$ cat config.mk
export PLATFORM = sky130hd
export DESIGN_NAME = axis_loop_fifo
export DESIGN_NICKNAME = d
export VERILOG_FILES = /design/src/rtl/axis_loop_fifo.sv
export SDC_FILE = /design/constraint.sdc
export NUM_CORES = 1
export LEC_CHECK = 0
export ABC_CLOCK_PERIOD_IN_PS = 3100
export CAP_MARGIN = 10
export CELL_PAD_IN_SITES_DETAIL_PLACEMENT = 0
export CELL_PAD_IN_SITES_GLOBAL_PLACEMENT = 2
export CORE_ASPECT_RATIO = 0.5
export CORE_MARGIN = 2
export CORE_UTILIZATION = 43
export CTS_BUF_LIST = sky130_fd_sc_hd__clkbuf_4
export CTS_CLUSTER_DIAMETER = 50
export CTS_CLUSTER_SIZE = 25
export DETAILED_ROUTE_END_ITERATION = 7
export PLACE_DENSITY_LB_ADDON = 0.15
export SLEW_MARGIN = 5
export SYNTH_ARGS = -nofsm -noshare
export SYNTH_HDL_FRONTEND = slang
export SYNTH_SLANG_ARGS = --single-unit
$ cat constraint.sdc
create_clock -name clk -period 3.1 [get_ports clk]
set_input_delay 0.31 -clock clk [delete_from_list [all_inputs] [get_ports clk]]
set_output_delay 0.31 -clock clk [all_outputs]
set_load 0.02 [all_outputs]
$ cat src/rtl/axis_loop_fifo.sv
// axis_loop_fifo
//   Buffered AXI-Stream loopback. A DEPTH-entry first-word-fall-through FIFO
//   sits between the slave (input) and master (output) stream interfaces.
//   Upstream can keep bursting while downstream stalls. The module also
//   reports the current fill level.
//
//   Parameters
//     WIDTH : tdata width in bits (>= 1)
//     DEPTH : number of FIFO entries (power of two, >= 2)
//
//   Ports
//     clk, rst        : single rising-edge clock, synchronous active-high reset
//     s_axis_*        : input beat stream (tdata, tvalid, tready)
//     m_axis_*        : output beat stream (tdata = FIFO head, tvalid = non-empty)
//     flush           : synchronous clear of contents, pointers and counters
//     level           : current occupancy, 0..DEPTH
//
//   Optional statistics (define AXIS_LOOP_FIFO_STATS_EN)
//     in_count        : pushes since rst/flush, wraps
//     out_count       : pops since rst/flush, wraps
//     stall_cyc       : cycles with output valid but not ready, saturates
module axis_loop_fifo #(
  parameter int WIDTH = 8,
  parameter int DEPTH = 4
) (
  input  logic                         clk,
  input  logic                         rst,
  input  logic [WIDTH-1:0]             s_axis_tdata,
  input  logic                         s_axis_tvalid,
  output logic                         s_axis_tready,
  output logic [WIDTH-1:0]             m_axis_tdata,
  output logic                         m_axis_tvalid,
  input  logic                         m_axis_tready,
  input  logic                         flush,
  output logic [$clog2(DEPTH+1)-1:0]   level
`ifdef AXIS_LOOP_FIFO_STATS_EN
  ,
  output logic [31:0]                  in_count,
  output logic [31:0]                  out_count,
  output logic [31:0]                  stall_cyc
`endif
);

  localparam int ADDR_W = $clog2(DEPTH);
  localparam int LVL_W  = $clog2(DEPTH + 1);

  localparam logic [LVL_W-1:0]  LVL_FULL = LVL_W'(DEPTH);
  localparam logic [LVL_W-1:0]  LVL_ONE  = LVL_W'(1);
  localparam logic [ADDR_W-1:0] PTR_ONE  = ADDR_W'(1);

  logic [WIDTH-1:0]  mem [DEPTH];
  logic [ADDR_W-1:0] wr_ptr;
  logic [ADDR_W-1:0] rd_ptr;
  logic              push;
  logic              pop;

  // Ready depends only on registered occupancy, so there is no
  // combinational path from m_axis_tready back to s_axis_tready.
  assign s_axis_tready = (level != LVL_FULL);
  assign m_axis_tvalid = (level != '0);
  assign m_axis_tdata  = mem[rd_ptr];

  // A flush swallows any coincident beat on either side.
  assign push = s_axis_tvalid & s_axis_tready & ~flush;
  assign pop  = m_axis_tvalid & m_axis_tready & ~flush;

  // Storage is data only; its contents are irrelevant while level == 0.
  always_ff @(posedge clk) begin
    if (push) begin
      mem[wr_ptr] <= s_axis_tdata;
    end
  end

  always_ff @(posedge clk) begin
    if (rst || flush) begin
      wr_ptr <= '0;
      rd_ptr <= '0;
      level  <= '0;
    end else begin
      if (push) wr_ptr <= wr_ptr + PTR_ONE;
      if (pop)  rd_ptr <= rd_ptr + PTR_ONE;
      case ({push, pop})
        2'b10:   level <= level + LVL_ONE;
        2'b01:   level <= level - LVL_ONE;
        default: level <= level;
      endcase
    end
  end

`ifdef AXIS_LOOP_FIFO_STATS_EN
  logic stall;
  assign stall = m_axis_tvalid & ~m_axis_tready;

  always_ff @(posedge clk) begin
    if (rst || flush) begin
      in_count  <= '0;
      out_count <= '0;
      stall_cyc <= '0;
    end else begin
      if (push) in_count  <= in_count + 32'd1;
      if (pop)  out_count <= out_count + 32'd1;
      if (stall && (stall_cyc != 32'hFFFF_FFFF)) stall_cyc <= stall_cyc + 32'd1;
    end
  end
`endif

endmodule

==> implementation parameters, run 1 <==
Parameter                              Value

Run status
  Status ... completed

Yosys
  Top cells by area in the synthesized netlist ... sky130_fd_sc_hd__edfxtp_1, sky130_fd_sc_hd__dfxtp_1, sky130_fd_sc_hd__mux4_1
  Most area-hungry cell type in the Yosys netlist ... sky130_fd_sc_hd__edfxtp_1
  Area fraction in compound gates after synthesis ... 0.0380
  Syn avg cell area ... 17.3 um2
  Mux cell area share after synthesis ... 0.121
  Instance count of the mapped netlist ... 97
  Area fraction in and, or, nand and nor cells after synthesis ... 0.0619
  Commonest register cell after synthesis ... sky130_fd_sc_hd__edfxtp_1
  Combinational family with the most area after synthesis ... multiplexers
  Fraction of post-synthesis cell area in the top cell type by area ... 0.573
  Number of distinct library cells after synthesis ... 22
  Library cell with the highest instance count after synthesis ... sky130_fd_sc_hd__edfxtp_1
  List of most frequent post-synthesis cells ... sky130_fd_sc_hd__edfxtp_1, sky130_fd_sc_hd__dfxtp_1, sky130_fd_sc_hd__inv_1, sky130_fd_sc_hd__nor2_1, sky130_fd_sc_hd__mux4_1
  Syn_nets ... 116
  Async SR Flop Fraction ... 0
  Post-Synthesis Cell Area ... 1680 um2
  Yosys warning count ... 0
  Count of state elements after synthesis ... 41
  Sequential-to-total area share from yosys stat ... 0.680
  Count of flip-flops with a built-in enable after synthesis ... 32
  Fraction of synthesized cell area in xor and xnor cells ... 0.0209
  Adder-Cell Fraction of Synth Area ... 0.0492

Power and ir drop
  Leak ... 0.668 nW
  Maximum VDD drop ... 0.179 mV
  Total power of the final layout ... 0.924 mW
  Power per unit of standard cell area ... 456 nW/um2

Timing
  Worst clock skew on the final layout ... 4.61 ps
  Post-route clock period utilization ... 0.802
  RSZ-0062 raised after global routing ... false
  Final number of max-transition violations ... 0
  Highest clock rate ... 402 MHz
  Max_slew headroom ... 0.686
  Measured slew at the worst slew-check pin ... 471 ps
  Sum of negative setup slack ... 0 ps
  Count of final hold-check violations ... 0
  Number of failing setup endpoints in the final timing report ... 0
  Shortest clock period the worst path allows after layout ... 2490 ps

Drt
  Number of nets with antenna violations after routing ... 0
  Count of TritonRoute iterations in the first routing pass ... 4
  Number of design rule violations left after detail routing ... 0
  Routed length per placed instance ... 14.5 um
  Via count of the routed design ... 853
  Number of DRC markers after the initial detailed-route iteration ... 57
  Via density ... 4.79
  Routed wire length ... 2590 um

Clock tree
  Clk buf depth ... 2
  CTS Hold Buffers Added ... 0
  Clock latency reported for the late side of the worst-skew pair ... 340 ps
  Clock tree from TritonCTS ... built
  Post-CTS repair timing setup buffer count ... 0
  H-tree lvl count ... 2
  Num CTS Buffers ... 5
  Clock net sink count ... 41
  Clock slew at the register clock pins of the worst setup and hold paths ... 110 ps
  Clock Tree Root ... sky130_fd_sc_hd__clkbuf_4
  Count of cells resized by post-cts repair ... 0

Placement
  Final HPWL from detailed placement ... 1800 um
  Final weighted congestion in routability-driven placement ... 0.785
  Number of buffer cells added on primary ports ... 25

Critical path
  Kind of end point of the critical path ... output pin
  Kind of critical path ... flop to output pin
  Required arrival time at the worst endpoint ... 2790 ps
  Worst setup path endpoint ... m_axis_tdata[0]
  Startpoint class of the critical path ... flop
  Startpoint of the lowest-slack register-to-register path ... level[2]
  Reg2reg path depth ... 9
  Data arrival, critical path ... 2180 ps
  Capture point of the worst reg-to-reg path ... level[2]
  Register-to-register path setup slack ... 870 ps
  Largest fanout on the critical path ... 8

Die
  Chip height ... 48.2 um
  Initial core utilization ... 0.468
  Die X ... 92.3 um
  Core footprint ... 3580 um2
  Io pins ... 26
  Number of rows created at floorplan ... 15
  Die Area ... 4450 um2

Finish
  # fillers ... 287
  Area overhead of the layout relative to synthesis ... 20.9%
  Diode count ... 0
  Share of cells above drive strength 1 ... 0.118
  Post-layout nets ... 145

Run
  Max-capacitance violation count ... 0

Worst hold path
  HP Class ... flop to flop
  Min-Delay Startpoint ... wr_ptr[1]

GRT
  Largest net degree at the start of global routing ... 14
  Remaining Overflow, GRT ... 0
  Global-route wire length before repair ... 4260 um
  Overall Global Routing Usage ... 0.139
  Initial antenna violation count ... 0
  Vias in the first global route ... 836
==> placed cells by master (no fill, tap or decap), types with 2 or more instances in the layout <==
master / synthesis / routed
sky130_fd_sc_hd__clkdlybuf4s50_1: 0 / 25
sky130_fd_sc_hd__mux4_2: 2 / 2
sky130_fd_sc_hd__xor2_1: 4 / 4
sky130_fd_sc_hd__nand3_1: 2 / 2
sky130_fd_sc_hd__o21ai_0: 3 / 3
sky130_fd_sc_hd__dfxtp_1: 9 / 9
sky130_fd_sc_hd__mux4_1: 6 / 6
sky130_fd_sc_hd__inv_1: 8 / 8
sky130_fd_sc_hd__ha_1: 5 / 5
sky130_fd_sc_hd__clkbuf_4: 0 / 5
sky130_fd_sc_hd__and2_1: 4 / 4
sky130_fd_sc_hd__nor2_1: 7 / 7
sky130_fd_sc_hd__a21oi_1: 4 / 4
sky130_fd_sc_hd__edfxtp_1: 32 / 32
==> cell type report <==
type                       instances  area (um2)  share of cell area
clock inverter                     3        17.5             0.00864
timing repair buffer              25         250               0.123
multi-input combinational         45         488               0.241
sequential                        41        1140               0.563
clock buffer                       5        37.5              0.0185
inverter                           8        30.0              0.0148
tap                               51        63.8              0.0315
==> worst max-delay path, cell delays in order (launching register included) <==
cell and delay (ps):
sky130_fd_sc_hd__dfxtp_1 630, sky130_fd_sc_hd__mux4_1 640, sky130_fd_sc_hd__clkdlybuf4s50_1 560
==> cells by family after synthesis <==
| group | Yosys count |
|---|---|
| flops | 41 |
| simple gates | 18 |
| buf+inv | 11 |
| compound gates | 9 |
| mux | 8 |
| fa+ha+maj | 6 |
| xor+xnor | 4 |
==> report_power, final <==
group          internal [mW]  leakage, nW  total [mW]  switching [mW]
registers              0.600        0.363       0.605         0.00483
clock network         0.0859       0.0326       0.253           0.167
logic                 0.0354        0.272      0.0662          0.0308
total                  0.722        0.668       0.924           0.203
==> routing by layer <==
metal / track usage / part of all wire
met5: 0 / 0
met4: 0.0448 / 0.011
met3: 0.0649 / 0.063
met2: 0.223 / 0.47
met1: 0.175 / 0.46
==> sequential cells by signal, indices dropped and copies added (netlist names), named ones only <==
register,cells
mem,32
level,3
rd_ptr,2
wr_ptr,2
==> per-stage QoR <==
step / util / instance area (um2) / hold WS, ps / setup WS, ps / instances
after floorplan: - / 1680 / 409 / 943 / 97
after global placement: 0.550 / 1970 / 503 / 825 / 170
after detailed placement: 0.550 / 1970 / 510 / 777 / 170
after CTS: 0.566 / 2030 / 535 / 558 / 178
after global routing: 0.566 / 2030 / 554 / 505 / 178
final: 0.566 / 2030 / 529 / 614 / 178
==> worst min-delay path by stage <==
stage                      endpoint  slack (ps)  cells past startpoint
after floorplan           mem[0][0]         410                      0
after global placement    wr_ptr[1]         500                      2
after detailed placement       flop         510                      2
after CTS                 wr_ptr[1]         540                      2
after global routing      wr_ptr[1]         550                      2
final                     wr_ptr[1]         530                      2
(Power assumes the default switching activity.)
==> run 2: changes to the inputs <==
ABC_CLOCK_PERIOD_IN_PS = 2100   (was 3100)
CORE_UTILIZATION = 36   (was 43)
clock period = 2.1 ns   (was 3.1 ns; I/O delays follow)
==> run 2 against run 1 <==
Effect of this change: clock-buffer cell count up 1; via count grew 8.4%; design area is 8.5% higher; sequential share of layout area shrank 4.0 points; global-route usage shrank 1.7 points; flip-flop and latch count is the same; core utilization decreased by 7.1 points; clock skew decreased by 0.71 ps; non-clock buffer count grew 17; largest power group unchanged.
==> implementation parameters, run 2 (same netlist as run 1, synthesis figures left out) <==
Parameter                              Value

Critical path
  Reg2reg path depth ... 9 (unchanged)
  Required arrival time at the worst endpoint ... 1890 ps (-900 ps)
  Highest cell delay on the worst timing path ... 580 ps (-60 ps)
  Data arrival, critical path ... 1770 ps (-410 ps)
  Startpoint class of the critical path ... flop
  Kind of critical path ... flop to output pin
  Capture point of the worst reg-to-reg path ... level[2]
  Largest fanout on the critical path ... 8 (unchanged)
  Ordered list of cells on the worst path ... buf_4 > mux4_1 > dlygate4sd2_1
  Highest-delay cell along the critical path ... sky130_fd_sc_hd__mux4_1
  Startpoint of the lowest-slack register-to-register path ... level[1]
  Register-to-register path setup slack ... 160 ps (-710 ps)
  Kind of end point of the critical path ... output pin

Timing
  Setup slack after layout ... 120 ps (-494 ps)
  Worst clock skew on the final layout ... 3.90 ps (-0.712 ps)
  RSZ-0062 raised after global routing ... false
  Count of final hold-check violations ... 0 (unchanged)
  Final number of max-transition violations ... 0 (unchanged)
  Max_slew headroom ... 0.760 (+0.0747)
  Measured slew at the worst slew-check pin ... 359 ps (-112 ps)
  Highest clock rate ... 505 MHz
  Shortest clock period the worst path allows after layout ... 1980 ps
  Post-route clock period utilization ... 0.943
  Number of failing setup endpoints in the final timing report ... 0 (unchanged)

GRT
  Largest net degree at the start of global routing ... 13 (-1)
  Vias in the first global route ... 917 (+9.7%)
  Global-route wire length before repair ... 4510 um (+5.7%)
  Remaining Overflow, GRT ... 0 (unchanged)
  Overall Global Routing Usage ... 0.122 (-0.0170)
  Initial antenna violation count ... 0 (unchanged)

Worst hold path
  End of the worst hold path ... mem[3][4]
  HP Class ... primary input to flop
  Min-Delay Startpoint ... s_axis_tdata[4]
  Worst hold path stage count ... 1 (-1)

Die
  Die X ... 101 um (+8.9%)
  Chip height ... 52.3 um (+8.5%)
  Io pins ... 26 (unchanged)
  Number of rows created at floorplan ... 17 (+2)
  Core footprint ... 4450 um2 (+24%)
  Initial core utilization ... 0.377 (-0.0906)
  Die Area ... 5260 um2 (+18%)

Finish
  Share of cells above drive strength 1 ... 0.264 (+0.146)
  Post-layout nets ... 162 (+12%)
  Diode count ... 0 (unchanged)
  Register with the most flip-flops ... mem
  Storage cell area ... 1150 um2 (+0.77%)
  Most frequent standard cell in the layout excluding fill and tap cells ... sky130_fd_sc_hd__edfxtp_1
  Largest register FFs ... 32 (unchanged)
  Leading cell types in the layout, fill and taps excluded ... sky130_fd_sc_hd__edfxtp_1, sky130_fd_sc_hd__buf_4, sky130_fd_sc_hd__clkdlybuf4s50_1, sky130_fd_sc_hd__dlygate4sd2_1, sky130_fd_sc_hd__inv_1
  Area overhead of the layout relative to synthesis ... 31.1%
  Area of combinational cells with multiple inputs ... 503 um2 (+3.1%)
  Final core occ ... 0.495 (-0.0710)
  Biggest regs ... mem: 32 flops, level: 3 flops
  # fillers ... 374 (+30%)

Run
  Max-capacitance violation count ... 0 (unchanged)

Drt
  Number of DRC markers after the initial detailed-route iteration ... 56 (-1.8%)
  Number of nets with antenna violations after routing ... 0 (unchanged)
  Via count of the routed design ... 925 (+8.4%)
  Count of TritonRoute iterations in the first routing pass ... 4 (unchanged)
  Routed wire length ... 2740 um (+5.8%)
  Number of design rule violations left after detail routing ... 0 (unchanged)
  Via density ... 4.60 (-4.0%)
  Routed length per placed instance ... 13.6 um (-6.3%)

Clock tree
  Num CTS Buffers ... 5 (unchanged)
  H-tree lvl count ... 2 (unchanged)
  Clock Tree Root ... sky130_fd_sc_hd__clkbuf_4
  Clock latency reported for the late side of the worst-skew pair ... 330 ps (about the same)
  Clock net sink count ... 41 (unchanged)
  Clk buf depth ... 2 (unchanged)
  Clock tree from TritonCTS ... built
  Clock slew at the register clock pins of the worst setup and hold paths ... 110 ps (about the same)

Power and ir drop
  Maximum VDD drop ... 0.240 mV (+34%)
  Power per unit of standard cell area ... 679 nW/um2 (+49%)
  Leak ... 0.781 nW (+17%)

Placement
  Final weighted congestion in routability-driven placement ... 0.774 (-1.5%)
  Number of buffer cells added on primary ports ... 25 (unchanged)
  Final HPWL from detailed placement ... 1910 um (+6.1%)
  Pre-CTS setup slack ... -89.9 ps (-867 ps)

Run status
  Status ... completed
run 2: report_power, final:
| part | leakage, nW | internal, mW | total [mW] | switching (mW) |
|---|---|---|---|---|
| sequential | 0.366 | 0.884 | 0.890 | 0.00510 |
| clock | 0.0433 | 0.261 | 0.495 | 0.234 |
| combinational | 0.372 | 0.0575 | 0.108 | 0.0509 |
run 2: final cells by class:
class	count	share of cell area
clock buffer	6	0.0205
clock inverter	2	0.0154
inverter	8	0.0137
multi-input combinational	45	0.229
sequential	41	0.523
tap	57	0.0324
timing repair buffer	42	0.167
run 2: through the flow:
stage	power [mW]	instance area, um2	instances	hold WS (ps)	setup TNS, ps
final	1.49	2200	201	503	0
after global routing	1.56	2200	201	479	0
after CTS	1.51	2160	199	489	0
after detailed placement	1.02	2090	191	516	-89.9
after global placement	1.02	2090	191	515	-25.3
after floorplan	0.956	1680	97	309	0
run 2: repair_timing:
action | in CTS | in global routing
endpoints found under the setup margin | 9 | 1
pin swaps | 0 | 2
hold buffers | 0 | 0
resized for setup | 9 | 8
setup buffers | 0 | 2
cloned | 0 | 0
run 2: how the worst max path moves through the flow:
stage | start | endpoint | slack (ps) | cells after the start
5_1_grt | flop | m_axis_tdata[5] | 7 | 3
3_3_place_gp | m_axis_tready | level[2] | -30 | 9
4_1_cts | level[0] | level[2] | 40 | 9
3_5_place_dp | m_axis_tready | level[2] | -90 | 9
6_report | flop | m_axis_tdata[5] | 120 | 3
2_1_floorplan | level[0] | level[2] | 30 | 9
run 2: routing by layer:
layer	wire length, um	part of all wire	global-route usage
met1	1360	0.50	0.157
met2	1180	0.43	0.179
met3	153	0.056	0.0467
met4	42	0.015	0.0685
met5	0	0	0
run 2: critical path, delay by kind of cell, from the launching register on:
kind / cells / cell delay [ps]
buffers and inverters: 2 / 530
muxes: 1 / 580
DFF: 1 / 320
